`config.mk`:
```
export PLATFORM = sky130hd
export DESIGN_NAME = muldiv_unit
export DESIGN_NICKNAME = d
export VERILOG_FILES = /design/src/rtl/muldiv_pkg.sv /design/src/rtl/muldiv_div_step.sv /design/src/rtl/muldiv_unit.sv
export SDC_FILE = /design/constraint.sdc
export NUM_CORES = 1
export LEC_CHECK = 0
export BUFFER_PORTS_ARGS = -buffer_cell sky130_fd_sc_hd__buf_2
export CAP_MARGIN = 10
export CORE_ASPECT_RATIO = 0.7
export CORE_MARGIN = 2
export CORE_UTILIZATION = 30
export CTS_CLUSTER_SIZE = 40
export DETAILED_ROUTE_END_ITERATION = 8
export PLACE_DENSITY = 0.43
export SETUP_SLACK_MARGIN = 0.2
export SYNTH_ARGS = -nofsm -noshare
export SYNTH_HDL_FRONTEND = slang
export SYNTH_SLANG_ARGS = --single-unit
```
`constraint.sdc`:
```
create_clock -name clk -period 16.85 [get_ports clk]
set_clock_uncertainty 0.1 [all_clocks]
set_input_delay 3.37 -clock clk [delete_from_list [all_inputs] [get_ports clk]]
set_output_delay 3.37 -clock clk [all_outputs]
set_load 0.01 [all_outputs]
```
`src/rtl/muldiv_pkg.sv`:
```
// Shared definitions for the iterative RV32M multiply/divide unit.
//   - funct3 operation codes for the M extension
//   - md_state_t control states
//   - latency constants (edges from the start-sampling edge to done)
//   - helpers deciding which operands are treated as signed
// Optional build macro: MULDIV_FAST_MUL_EN (see muldiv_unit).
package muldiv_pkg;

  localparam logic [2:0] F3_MUL    = 3'b000;
  localparam logic [2:0] F3_MULH   = 3'b001;
  localparam logic [2:0] F3_MULHSU = 3'b010;
  localparam logic [2:0] F3_MULHU  = 3'b011;
  localparam logic [2:0] F3_DIV    = 3'b100;
  localparam logic [2:0] F3_DIVU   = 3'b101;
  localparam logic [2:0] F3_REM    = 3'b110;
  localparam logic [2:0] F3_REMU   = 3'b111;

  typedef enum logic [1:0] {
    IDLE,
    MUL,
    DIV,
    DONE
  } md_state_t;

  localparam int unsigned MD_ITER_LAT = 33;
  localparam int unsigned MD_FAST_LAT = 1;

  // rs1 is signed for MULH, MULHSU, DIV and REM.
  function automatic logic a_is_signed(input logic [2:0] f3);
    return (f3 == F3_MULH) || (f3 == F3_MULHSU) || (f3 == F3_DIV) || (f3 == F3_REM);
  endfunction

  // rs2 is signed for MULH, DIV and REM.
  function automatic logic b_is_signed(input logic [2:0] f3);
    return (f3 == F3_MULH) || (f3 == F3_DIV) || (f3 == F3_REM);
  endfunction

endpackage

```
`src/rtl/muldiv_div_step.sv`:
```
// One radix-2 restoring-division step, purely combinational.
//   rem_in   partial remainder (always < divisor)
//   quo_in   dividend bits still to consume (MSB first) with quotient bits shifted in at LSB
//   divisor  unsigned divisor magnitude
//   rem_out  next partial remainder
//   quo_out  quo_in shifted left with the new quotient bit in the LSB
module muldiv_div_step #(
  parameter int unsigned XLEN = 32
) (
  input  logic [XLEN-1:0] rem_in,
  input  logic [XLEN-1:0] quo_in,
  input  logic [XLEN-1:0] divisor,
  output logic [XLEN-1:0] rem_out,
  output logic [XLEN-1:0] quo_out
);

  logic [XLEN:0] shifted;
  logic [XLEN:0] diff;

  always_comb begin
    shifted = {rem_in, quo_in[XLEN-1]};
    diff    = shifted - {1'b0, divisor};
    // Since rem_in < divisor, shifted < 2*divisor: a set MSB of diff means a borrow.
    if (diff[XLEN]) begin
      rem_out = shifted[XLEN-1:0];
      quo_out = {quo_in[XLEN-2:0], 1'b0};
    end else begin
      rem_out = diff[XLEN-1:0];
      quo_out = {quo_in[XLEN-2:0], 1'b1};
    end
  end

endmodule

```
`src/rtl/muldiv_unit.sv`:
```
// Iterative RV32M multiply/divide unit for the execute stage.
// Operands are latched as magnitudes on an accepted start, iterated unsigned one bit per cycle,
// and sign-corrected on the edge that enters DONE. Divide-by-zero and signed overflow take a
// fast path straight to DONE.
//   clk     clock
//   reset   synchronous, active-high
//   start   request; samples funct3, a, b (accepted in IDLE or DONE)
//   flush   aborts the operation in flight; wins over a simultaneous start
//   funct3  M-extension operation code
//   a, b    rs1 / rs2 operands
//   busy    high while iterating (MUL or DIV state)
//   done    one-cycle pulse, result valid
//   result  final value, held until the next completed operation
// Build macro MULDIV_FAST_MUL_EN: multiplies use a single-cycle 33x33 signed multiplier and
// complete on the start edge; the iterative shift-add path is not built.
module muldiv_unit
  import muldiv_pkg::*;
#(
  parameter int unsigned XLEN = 32
) (
  input  logic            clk,
  input  logic            reset,
  input  logic            start,
  input  logic            flush,
  input  logic [2:0]      funct3,
  input  logic [XLEN-1:0] a,
  input  logic [XLEN-1:0] b,
  output logic            busy,
  output logic            done,
  output logic [XLEN-1:0] result
);

  localparam int unsigned CW = $clog2(XLEN) + 1;

  md_state_t         state_q, state_d;
  logic [2:0]        op_q, op_d;
  logic [2*XLEN-1:0] acc_q, acc_d;   // mul: {partial product, multiplier}; div: {rem, quo}
  logic [XLEN-1:0]   opb_q, opb_d;   // mul: multiplicand magnitude; div: divisor magnitude
  logic [CW-1:0]     cnt_q, cnt_d;
  logic              neg_q, neg_d;   // final result must be negated
  logic [XLEN-1:0]   result_q, result_d;

  // Operand conditioning at start.
  logic            a_neg, b_neg, start_neg;
  logic [XLEN-1:0] a_mag, b_mag;
  logic            div_by_zero, div_ovf;
  logic [XLEN-1:0] fast_div_res;

  always_comb begin
    a_neg = a_is_signed(funct3) & a[XLEN-1];
    b_neg = b_is_signed(funct3) & b[XLEN-1];
    a_mag = a_neg ? (~a + 1'b1) : a;
    b_mag = b_neg ? (~b + 1'b1) : b;
    // Remainders follow the dividend; products and quotients follow the sign difference.
    start_neg = (funct3 == F3_REM || funct3 == F3_REMU) ? a_neg : (a_neg ^ b_neg);

    div_by_zero = (b == '0);
    div_ovf     = (funct3 == F3_DIV || funct3 == F3_REM) &&
                  (a == {1'b1, {(XLEN-1){1'b0}}}) && (b == '1);
    if (div_by_zero) begin
      fast_div_res = funct3[1] ? a : '1;
    end else begin
      fast_div_res = funct3[1] ? '0 : a;
    end
  end

  // Divide datapath: one restoring step per cycle.
  logic [XLEN-1:0] rem_next, quo_next, div_val, div_final;

  muldiv_div_step #(
    .XLEN(XLEN)
  ) u_div_step (
    .rem_in (acc_q[2*XLEN-1:XLEN]),
    .quo_in (acc_q[XLEN-1:0]),
    .divisor(opb_q),
    .rem_out(rem_next),
    .quo_out(quo_next)
  );

  always_comb begin
    div_val   = op_q[1] ? rem_next : quo_next;
    div_final = neg_q ? (~div_val + 1'b1) : div_val;
  end

`ifdef MULDIV_FAST_MUL_EN
  // 33x33 signed multiply: the extra top bit sign- or zero-extends each operand per funct3.
  logic signed [2*XLEN+1:0] fm_prod;
  logic        [XLEN-1:0]   fast_mul_res;
  logic                     fm_unused;

  always_comb begin
    fm_prod = $signed({a_is_signed(funct3) & a[XLEN-1], a}) *
              $signed({b_is_signed(funct3) & b[XLEN-1], b});
    fast_mul_res = (funct3 == F3_MUL) ? fm_prod[XLEN-1:0] : fm_prod[2*XLEN-1:XLEN];
    fm_unused    = ^fm_prod[2*XLEN+1:2*XLEN];
  end
`else
  // Shift-add multiply: add the multiplicand when the multiplier LSB is set, then shift the
  // whole {carry, high, low} accumulator right by one.
  logic [XLEN:0]     mul_sum;
  logic [2*XLEN-1:0] mul_next, mul_prod;
  logic [XLEN-1:0]   mul_final;

  always_comb begin
    mul_sum   = {1'b0, acc_q[2*XLEN-1:XLEN]} + (acc_q[0] ? {1'b0, opb_q} : '0);
    mul_next  = {mul_sum, acc_q[XLEN-1:1]};
    mul_prod  = neg_q ? (~mul_next + 1'b1) : mul_next;
    mul_final = (op_q == F3_MUL) ? mul_prod[XLEN-1:0] : mul_prod[2*XLEN-1:XLEN];
  end
`endif

  // Next-state logic.
  always_comb begin
    state_d  = state_q;
    op_d     = op_q;
    acc_d    = acc_q;
    opb_d    = opb_q;
    cnt_d    = cnt_q;
    neg_d    = neg_q;
    result_d = result_q;

    if (flush) begin
      state_d = IDLE;
    end else begin
      unique case (state_q)
        IDLE, DONE: begin
          state_d = IDLE;
          if (start) begin
            op_d  = funct3;
            neg_d = start_neg;
            cnt_d = '0;
            if (funct3[2]) begin
              if (div_by_zero || div_ovf) begin
                state_d  = DONE;
                result_d = fast_div_res;
              end else begin
                state_d = DIV;
                acc_d   = {{XLEN{1'b0}}, a_mag};
                opb_d   = b_mag;
              end
            end else begin
`ifdef MULDIV_FAST_MUL_EN
              state_d  = DONE;
              result_d = fast_mul_res;
`else
              state_d = MUL;
              acc_d   = {{XLEN{1'b0}}, b_mag};
              opb_d   = a_mag;
`endif
            end
          end
        end
        MUL: begin
`ifdef MULDIV_FAST_MUL_EN
          state_d = IDLE;  // not reachable in this build
`else
          acc_d = mul_next;
          cnt_d = cnt_q + CW'(1);
          // The last step and the sign fix share the edge that enters DONE.
          if (cnt_q == CW'(XLEN - 1)) begin
            state_d  = DONE;
            result_d = mul_final;
          end
`endif
        end
        DIV: begin
          acc_d = {rem_next, quo_next};
          cnt_d = cnt_q + CW'(1);
          if (cnt_q == CW'(XLEN - 1)) begin
            state_d  = DONE;
            result_d = div_final;
          end
        end
        default: state_d = IDLE;
      endcase
    end
  end

  always_ff @(posedge clk) begin
    if (reset) begin
      state_q  <= IDLE;
      op_q     <= '0;
      acc_q    <= '0;
      opb_q    <= '0;
      cnt_q    <= '0;
      neg_q    <= 1'b0;
      result_q <= '0;
    end else begin
      state_q  <= state_d;
      op_q     <= op_d;
      acc_q    <= acc_d;
      opb_q    <= opb_d;
      cnt_q    <= cnt_d;
      neg_q    <= neg_d;
      result_q <= result_d;
    end
  end

  assign busy   = (state_q == MUL) || (state_q == DIV);
  assign done   = (state_q == DONE);
  assign result = result_q;

endmodule

```
==> impl_metrics.csv, run 1 <==
group,metric,value,unit
global_routing,track_usage,29.39,%
finish,fin_nets,2708,
place,place.gp.congestion,0.9478,
drt,drc_errors,0,
critical_path,cp_slowest_cell,"nor4_1",
finish,syn_to_final_growth,9.426,%
clock_network,clk_pin_slew,80,ps
die,core_area,58240,sq um
synth,avgSynthCellArea,6.777,sq um
die,rows,74,
synth,synth_ff_type,"dfxtp_1",
synth,synth_cell_types,100,
timing,drv_slew,0,
pwr,ir_drop,77.78,uV
die,io_pins,105,
finish,layout_commonest_cell,"nor2_1",
timing,hold_viol_final,0,
timing,tightest_slew,1177,ps
clock_network,cts-root-buf,"clkbuf_16",
clock_network,ctsResizeCount,0,
clock_network,htree_levels,4,
clock_network,cts_post_setup_buffers_inserted,0,
place,detailed_place_hpwl,73160,um
pwr,power.density,68.00,nW/um^2
timing,period_needed,7462,ps
synth,synth-async-reset-ratio,0,%
drt,ant_nets,0,
die,die_area,60790,sq um
critical_path,crit_arrival,7670,ps
timing,post-route-period-util,44.28,%
critical_path,endpoint_kind,"register",
finish,mostFrequentLayoutCells,"nor2_1, nand2_1, a21oi_1",
critical_path,worstSetupPathType,"in -> reg",
hold_path,min_path_type,"reg -> reg",
clock_network,clk_path_buf_depth,2,
job,maxCapViolCount,0,
drt,drtIter0Drc,2960,
drt,wirelength,91650,um
timing,slew_headroom,20.41,%
critical_path,cp_top_family,"simple AND/OR/NAND/NOR gates",
clock_network,cts_buffers,17,
critical_path,path_cells,"buf_4 > inv_1 > nor3_1 > nand4_1 > nor4_1 > a31o_2 > nand2_1 > a21oi_4 > buf_4 > nand2_1 > a221oi_1 > a2111oi_0",
synth,synth_nets,2749,
synth,synth_edf_count,0,
global_routing,grt_max_degree,74,
timing,rsz0062_at_grt,"false",
place,numPortBuffers,104,
synth,yosys_warnings,0,
global_routing,antenna_found_initial,4,
clock_network,clkLatencyLatePin,470,ps
drt,vias_per_cell,6.228,
clock_network,clock-sinks,140,
die,die_y,206.9,um
global_routing,grt_pass1_vias,18460,
place,dp_cells,3303,
global_routing,met1_usage,45.76,%
clock_network,holdBufCountCts,0,
global_routing,met2_usage,38.79,%
critical_path,path_max_fanout,54,
global_routing,use_met3,7.773,%
timing,setup_tns,0,ps
timing,max_freq,0.1340,GHz
critical_path,max_stage_delay,650,ps
die,die-width,293.8,um
synth,synth-seq-cells,140,
finish,final_cells,3336,
finish,layout-drive-gt1-share,10.02,%
drt,dr.pass1.iters,6,
global_routing,gr-total-overflow,0,
clock_network,cts_tree,"yes",
pwr,p_leak,7.225,nW
die,start_util,30.29,%
critical_path,start_kind,"input pin",
drt,wire_per_inst,27.47,um
status,run_status,"finished clean",
synth,synth_seq_area_share,15.89,%
synth,syn-cell-area,17640,sq um
critical_path,crit_buf_inv,3,
global_routing,grt_busiest_layer,"met1",
global_routing,grt_pass1_wl,131900,um
drt,vias,20780,
critical_path,crit_required,17060,ps
timing,setup_viol,0,
synth,synth_cells,2603,
[through the flow]
step | power (mW) | cell area [sq um] | worst slack [ps] | hold WS, ps | utilization (%)
5_1_grt | 1.364 | 19300 | 9140 | 382.7 | 33.14
6_report | 1.313 | 19300 | 9388 | 359.8 | 33.15
4_1_cts | 1.300 | 19300 | 9615 | 358.1 | 33.14
3_5_place_dp | 0.8878 | 18700 | 9133 | 348.6 | 32.11
3_3_place_gp | 0.8864 | 18670 | 9352 | 350.6 | 32.07
2_1_floorplan | 0.6901 | 17640 | 10400 | 340.3 | -
[worst reg2reg max path, cell delays in order, from the launching register on]
cell,delay [ps]
dfxtp_1,310
inv_1,180
ha_1,270
inv_1,70
fa_1,440
a211oi_2,340
o211a_1,370
o21ai_2,120
o211ai_1,460
a21oi_2,110
buf_4,260
nor2_2,140
buf_4,370
mux2i_1,310
a21oi_1,120
inv_1,90
ha_1,280
and2_1,180
a41o_1,260
o32ai_1,170
nor4b_1,990
nand3_1,160
o41ai_1,610
mux2i_1,270
nand2_1,60
[area by class of cell]
type	count	area [sq um]
fillers	6388	38930
clock inverters	15	173.9
flip-flops and latches	140	2805
multi-input cells	2180	13780
inverters	73	274.0
diodes	1	2.502
clock buffers	17	425.4
well taps	760	950.9
repair buffers	150	890.9
[power breakdown]
group          total (mW)  switching (mW)  internal [mW]
Clock               0.414           0.202          0.213
Combinational       0.523           0.363          0.160
Sequential          0.375          0.0303          0.345
[Yosys cell counts, types with 9 or more instances]
cell,instances,share of area (%)
o2111ai_1,22,1.1
mux2_2,9,0.57
a21oi_1,228,6.5
xnor2_1,81,4.0
o21a_1,16,0.68
nand2b_1,13,0.46
nor2_1,306,6.5
o311ai_0,12,0.60
o41ai_1,13,0.65
dfxtp_1,140,16
o221ai_1,10,0.50
o211ai_1,33,1.4
buf_1,19,0.40
a2111oi_0,13,0.65
a211oi_1,41,1.7
and3_1,22,0.78
a221oi_1,23,1.1
o22ai_1,10,0.35
inv_1,71,1.5
ha_1,73,5.2
xor2_1,66,3.3
o21ai_0,160,4.5
mux2i_1,32,1.8
nand3_1,53,1.5
a22oi_1,45,1.9
nand4_1,37,1.3
nor4_1,31,1.1
a21o_1,31,1.3
nand2_1,295,6.3
nor3_1,70,2.0
a31oi_1,43,1.5
a22o_1,20,0.99
o31ai_1,43,1.8
and2_1,59,2.1
a311oi_1,9,0.45
buf_2,17,0.48
or4_1,14,0.60
or3_1,37,1.3
clkbuf_1,168,3.6
or2_2,12,0.43
maj3_1,26,1.5
[registers in the layout (all words and copies together) (netlist names)]
register / flops
acc_q: 64
cnt_q: 6
neg_q: 1
op_q: 3
opb_q: 32
result: 32
state_q: 2
[routing by layer]
metal / vias to the layer above / routed length [um]
met1: 10140 / 45700
met2: 961 / 34700
met4: 2 / 1946
li1: 9594 / -
met5: - / 13
met3: 81 / 9278
[kinds of logic after synthesis]
kind of cell	after synthesis	share of synthesized area (%)
AND/OR/NAND/NOR	998	26.80
adder cells (fa/ha/maj)	101	6.880
buffers and inverters	283	6.227
multiplexers	43	2.582
flip-flops	140	15.89
XOR/XNOR	147	7.298
AO/OA/AOI/OAI	891	34.33
[path summary, 6_finish.rpt]
| kind | start | endpoint | slack (ps) | cells after the start |
|---|---|---|---|---|
| setup / recovery | funct3[2] | result[13]$_SDFFE_PP0P_ | 9390 | 12 |
| hold reg to reg | result[2]$_SDFFE_PP0P_ | result[2]$_SDFFE_PP0P_ | 360 | 2 |
| hold / removal | result[2]$_SDFFE_PP0P_ | result[2]$_SDFFE_PP0P_ | 360 | 2 |
| setup reg to reg | acc_q[31]$_SDFFE_PP0P_ | result[30]$_SDFFE_PP0P_ | 9690 | 24 |
Note: power is estimated with default switching activity, not from simulation.
==> run 2, diff against run 1 <==
- ABC_AREA: not set -> 1
- clock period: 16.85 -> 7.3 ns (I/O delays scaled with it)
==> run 2 against run 1 <==
Effect of this change:
- combinational power rose to 2.5 times the previous value
- non-clock buffer count down 15
- critical endpoint is now result[22]$_SDFFE_PP0P_
- global-route usage up 2.9 points
- via count up 12%
- die area up 2.8%
- critical path depth up 15
- highest routed layer is now met4
- critical path type is now reg -> reg
- register-to-register slack worse by 7600 ps
- worst hold slack better by 27 ps
- final cell count up 25%
==> impl_metrics.csv, run 2 <==
group,metric,value,unit
status,run_status,"finished clean",
pwr,sw_frac_of_total,48.05,%
synth,synth_top_area_share,21.84,%
clock_network,clk_pin_slew,80,ps
critical_path,max_stage_delay,480,ps
global_routing,antenna_found_initial,5,
die,io_pins,105,
timing,drv_slew,0,
critical_path,crit_top_cell,"nand2_1",
clock_network,clkLatencyLatePin,470,ps
critical_path,cp_top_family,"simple AND/OR/NAND/NOR gates",
drt,wirelength,104200,um
clock_network,cts_tree,"yes",
synth,synth_edf_count,0,
timing,hold_viol_final,0,
timing,setup_tns,0,ps
timing,post-route-period-util,71.55,%
place,dp_cells,4129,
critical_path,path_max_fanout,34,
global_routing,grt_pass1_vias,20330,
global_routing,gr-total-overflow,0,
drt,drc_errors,0,
clock_network,ctsResizeCount,0,
finish,layout_commonest_cell,"nand2_1",
synth,synth_ff_type,"dfxtp_1",
synth,yosys_warnings,0,
pwr,power.density,156.4,nW/um^2
critical_path,cp_slowest_cell,"a21oi_1",
die,start_util,30.29,%
pwr,p_int,1.619,mW
timing,max_freq,0.1915,GHz
synth,synth_nets,3473,
timing,rsz0062_at_grt,"false",
clock_network,cts-root-buf,"clkbuf_16",
drt,dr.pass1.iters,6,
global_routing,track_usage,32.27,%
critical_path,start_kind,"register",
drt,vias_per_cell,5.599,
drt,ant_nets,0,
synth,synth-seq-cells,140,
die,core_area,59870,sq um
synth,synth_area_leader_cell,"nand2_1",
timing,setup_viol,0,
place,place.gp.congestion,1.012,
clock_network,cts_buffers,17,
global_routing,grt_max_degree,80,
drt,drtIter0Drc,3096,
finish,syn_to_final_growth,9.803,%
die,die_area,62470,sq um
synth,synth_area_leaders,"nand2_1, dfxtp_1, inv_1",
synth,synth-async-reset-ratio,0,%
finish,fillers,6986,
finish,finish.utilization,33.26,%
job,maxCapViolCount,0,
place,dp_slack,2184,ps
critical_path,endpoint_kind,"register",
pwr,netSwitchingPower,1.497,mW
critical_path,crit_buf_inv,5,
critical_path,crit_arrival,5470,ps
synth,avgSynthCellArea,5.451,sq um
pwr,clkPwrFrac,29.7,%
timing,period_needed,5223,ps
hold_path,min_path_type,"reg -> reg",
clock_network,cts_post_setup_buffers_inserted,0,
place,numPortBuffers,104,
clock_network,holdBufCountCts,0,
finish,mostFrequentLayoutCells,"nand2_1, inv_1, nor2_1",
finish,final_area,19910,sq um
finish,final_cells,4166,
synth,synth_commonest_cells,"nand2_1, inv_1, nor2_1, o21ai_0, a21oi_1",
die,die-width,297.9,um
drt,wire_per_inst,25.00,um
clock_network,htree_levels,4,
global_routing,grt_pass1_wl,146600,um
synth,synth_seq_area_share,15.45,%
synth,syn-cell-area,18140,sq um
finish,fin_nets,3486,
synth,synth_cells,3327,
place,placed_cell_area,19330,sq um
drt,vias,23320,
synth,synth.most_common_cell,"nand2_1",
pwr,ir_drop,193.7,uV
finish,largest_register,"acc_q",
finish,layout-drive-gt1-share,8.052,%
timing,tightest_slew,1266,ps
timing,finalWorstSetupSlack,2077,ps
finish,largest_reg_flops,64,
timing,timing.hold.ws,386.5,ps
synth,synth_cell_types,65,
critical_path,worstSetupPathType,"reg -> reg",
clock_network,clk_path_buf_depth,2,
place,detailed_place_hpwl,83970,um
timing,slew_headroom,15.50,%
die,rows,75,
clock_network,clock-sinks,140,
pwr,fin_total_pwr,3.116,mW
pwr,pwr-share-comb,42.8,%
critical_path,crit_required,7550,ps
pwr,p_leak,9.576,nW
pwr,p_seq_share,27.6,%
die,die_y,209.7,um
-- run 2: cell count changes after synthesis, sizes merged, moves of 28 or more --
cell	delta
nand2	+802
inv	+342
nand3	+179
o21ai	+79
clkbuf	-63
and2	-58
xnor2	-48
o22ai	+45
o31ai	-42
a22oi	-41
or3	-39
a211oi	-37
mux2i	-31
a21o	-28
-- run 2: layout make-up --
type	instances	area [sq um]	share of cell area, %
multi-input cells	2627	13190	66.22
flip-flops and latches	140	2806	14.09
inverters	419	1573	7.898
well taps	808	1011	5.077
repair buffers	135	753.2	3.782
clock buffers	20	456.7	2.293
clock inverters	12	115.1	0.5780
diodes	5	12.51	0.06283
-- run 2: cell families (layout without fill, tap and decap cells) --
family,count (synthesis),in the layout,share of synthesized area (%)
simple gates,1785,1785,41.86
compound gates,655,655,20.02
buf+inv,560,586,12.00
flops,140,140,15.45
xor+xnor,111,111,5.361
fa+ha+maj,75,75,5.257
mux,1,1,0.05519
other cells,0,5,0
-- run 2: path summary, 6_finish.rpt --
path                                             from                      end  slack [ps]  depth (start not counted)
worst max-delay path            acc_q[0]$_SDFFE_PP0P_  result[22]$_SDFFE_PP0P_        2080                         27
worst min-delay path            cnt_q[2]$_SDFFE_PP0P_    cnt_q[2]$_SDFFE_PP0P_         390                          2
worst max register to register  acc_q[0]$_SDFFE_PP0P_  result[22]$_SDFFE_PP0P_        2080                         27
worst min register to register  cnt_q[2]$_SDFFE_PP0P_    cnt_q[2]$_SDFFE_PP0P_         390                          2
-- run 2: routing by layer --
layer / GRT usage [%] / part of all wire (%)
met2: 40.45 / 36
met5: 0 / 0
met3: 11.55 / 12
met1: 49.49 / 49
met4: 9.357 / 2.8
-- run 2: power groups by stage --
stage	sequential [mW]	combinational [mW]	clock, mW
finish	0.859	1.33	0.925
global route	0.860	1.43	0.968
CTS	0.856	1.28	0.941
detailed placement	0.873	1.27	0
global placement	0.874	1.29	0
floorplan	0.836	0.795	0
-- run 2: worst reg2reg max path, delay by kind of cell, from the launching register on --
| kind | cells | cell delay, ps |
|---|---|---|
| simple gates | 17 | 2360 |
| compound gates | 3 | 880 |
| buf+inv | 5 | 850 |
| flops | 1 | 310 |
| fa+ha+maj | 2 | 590 |
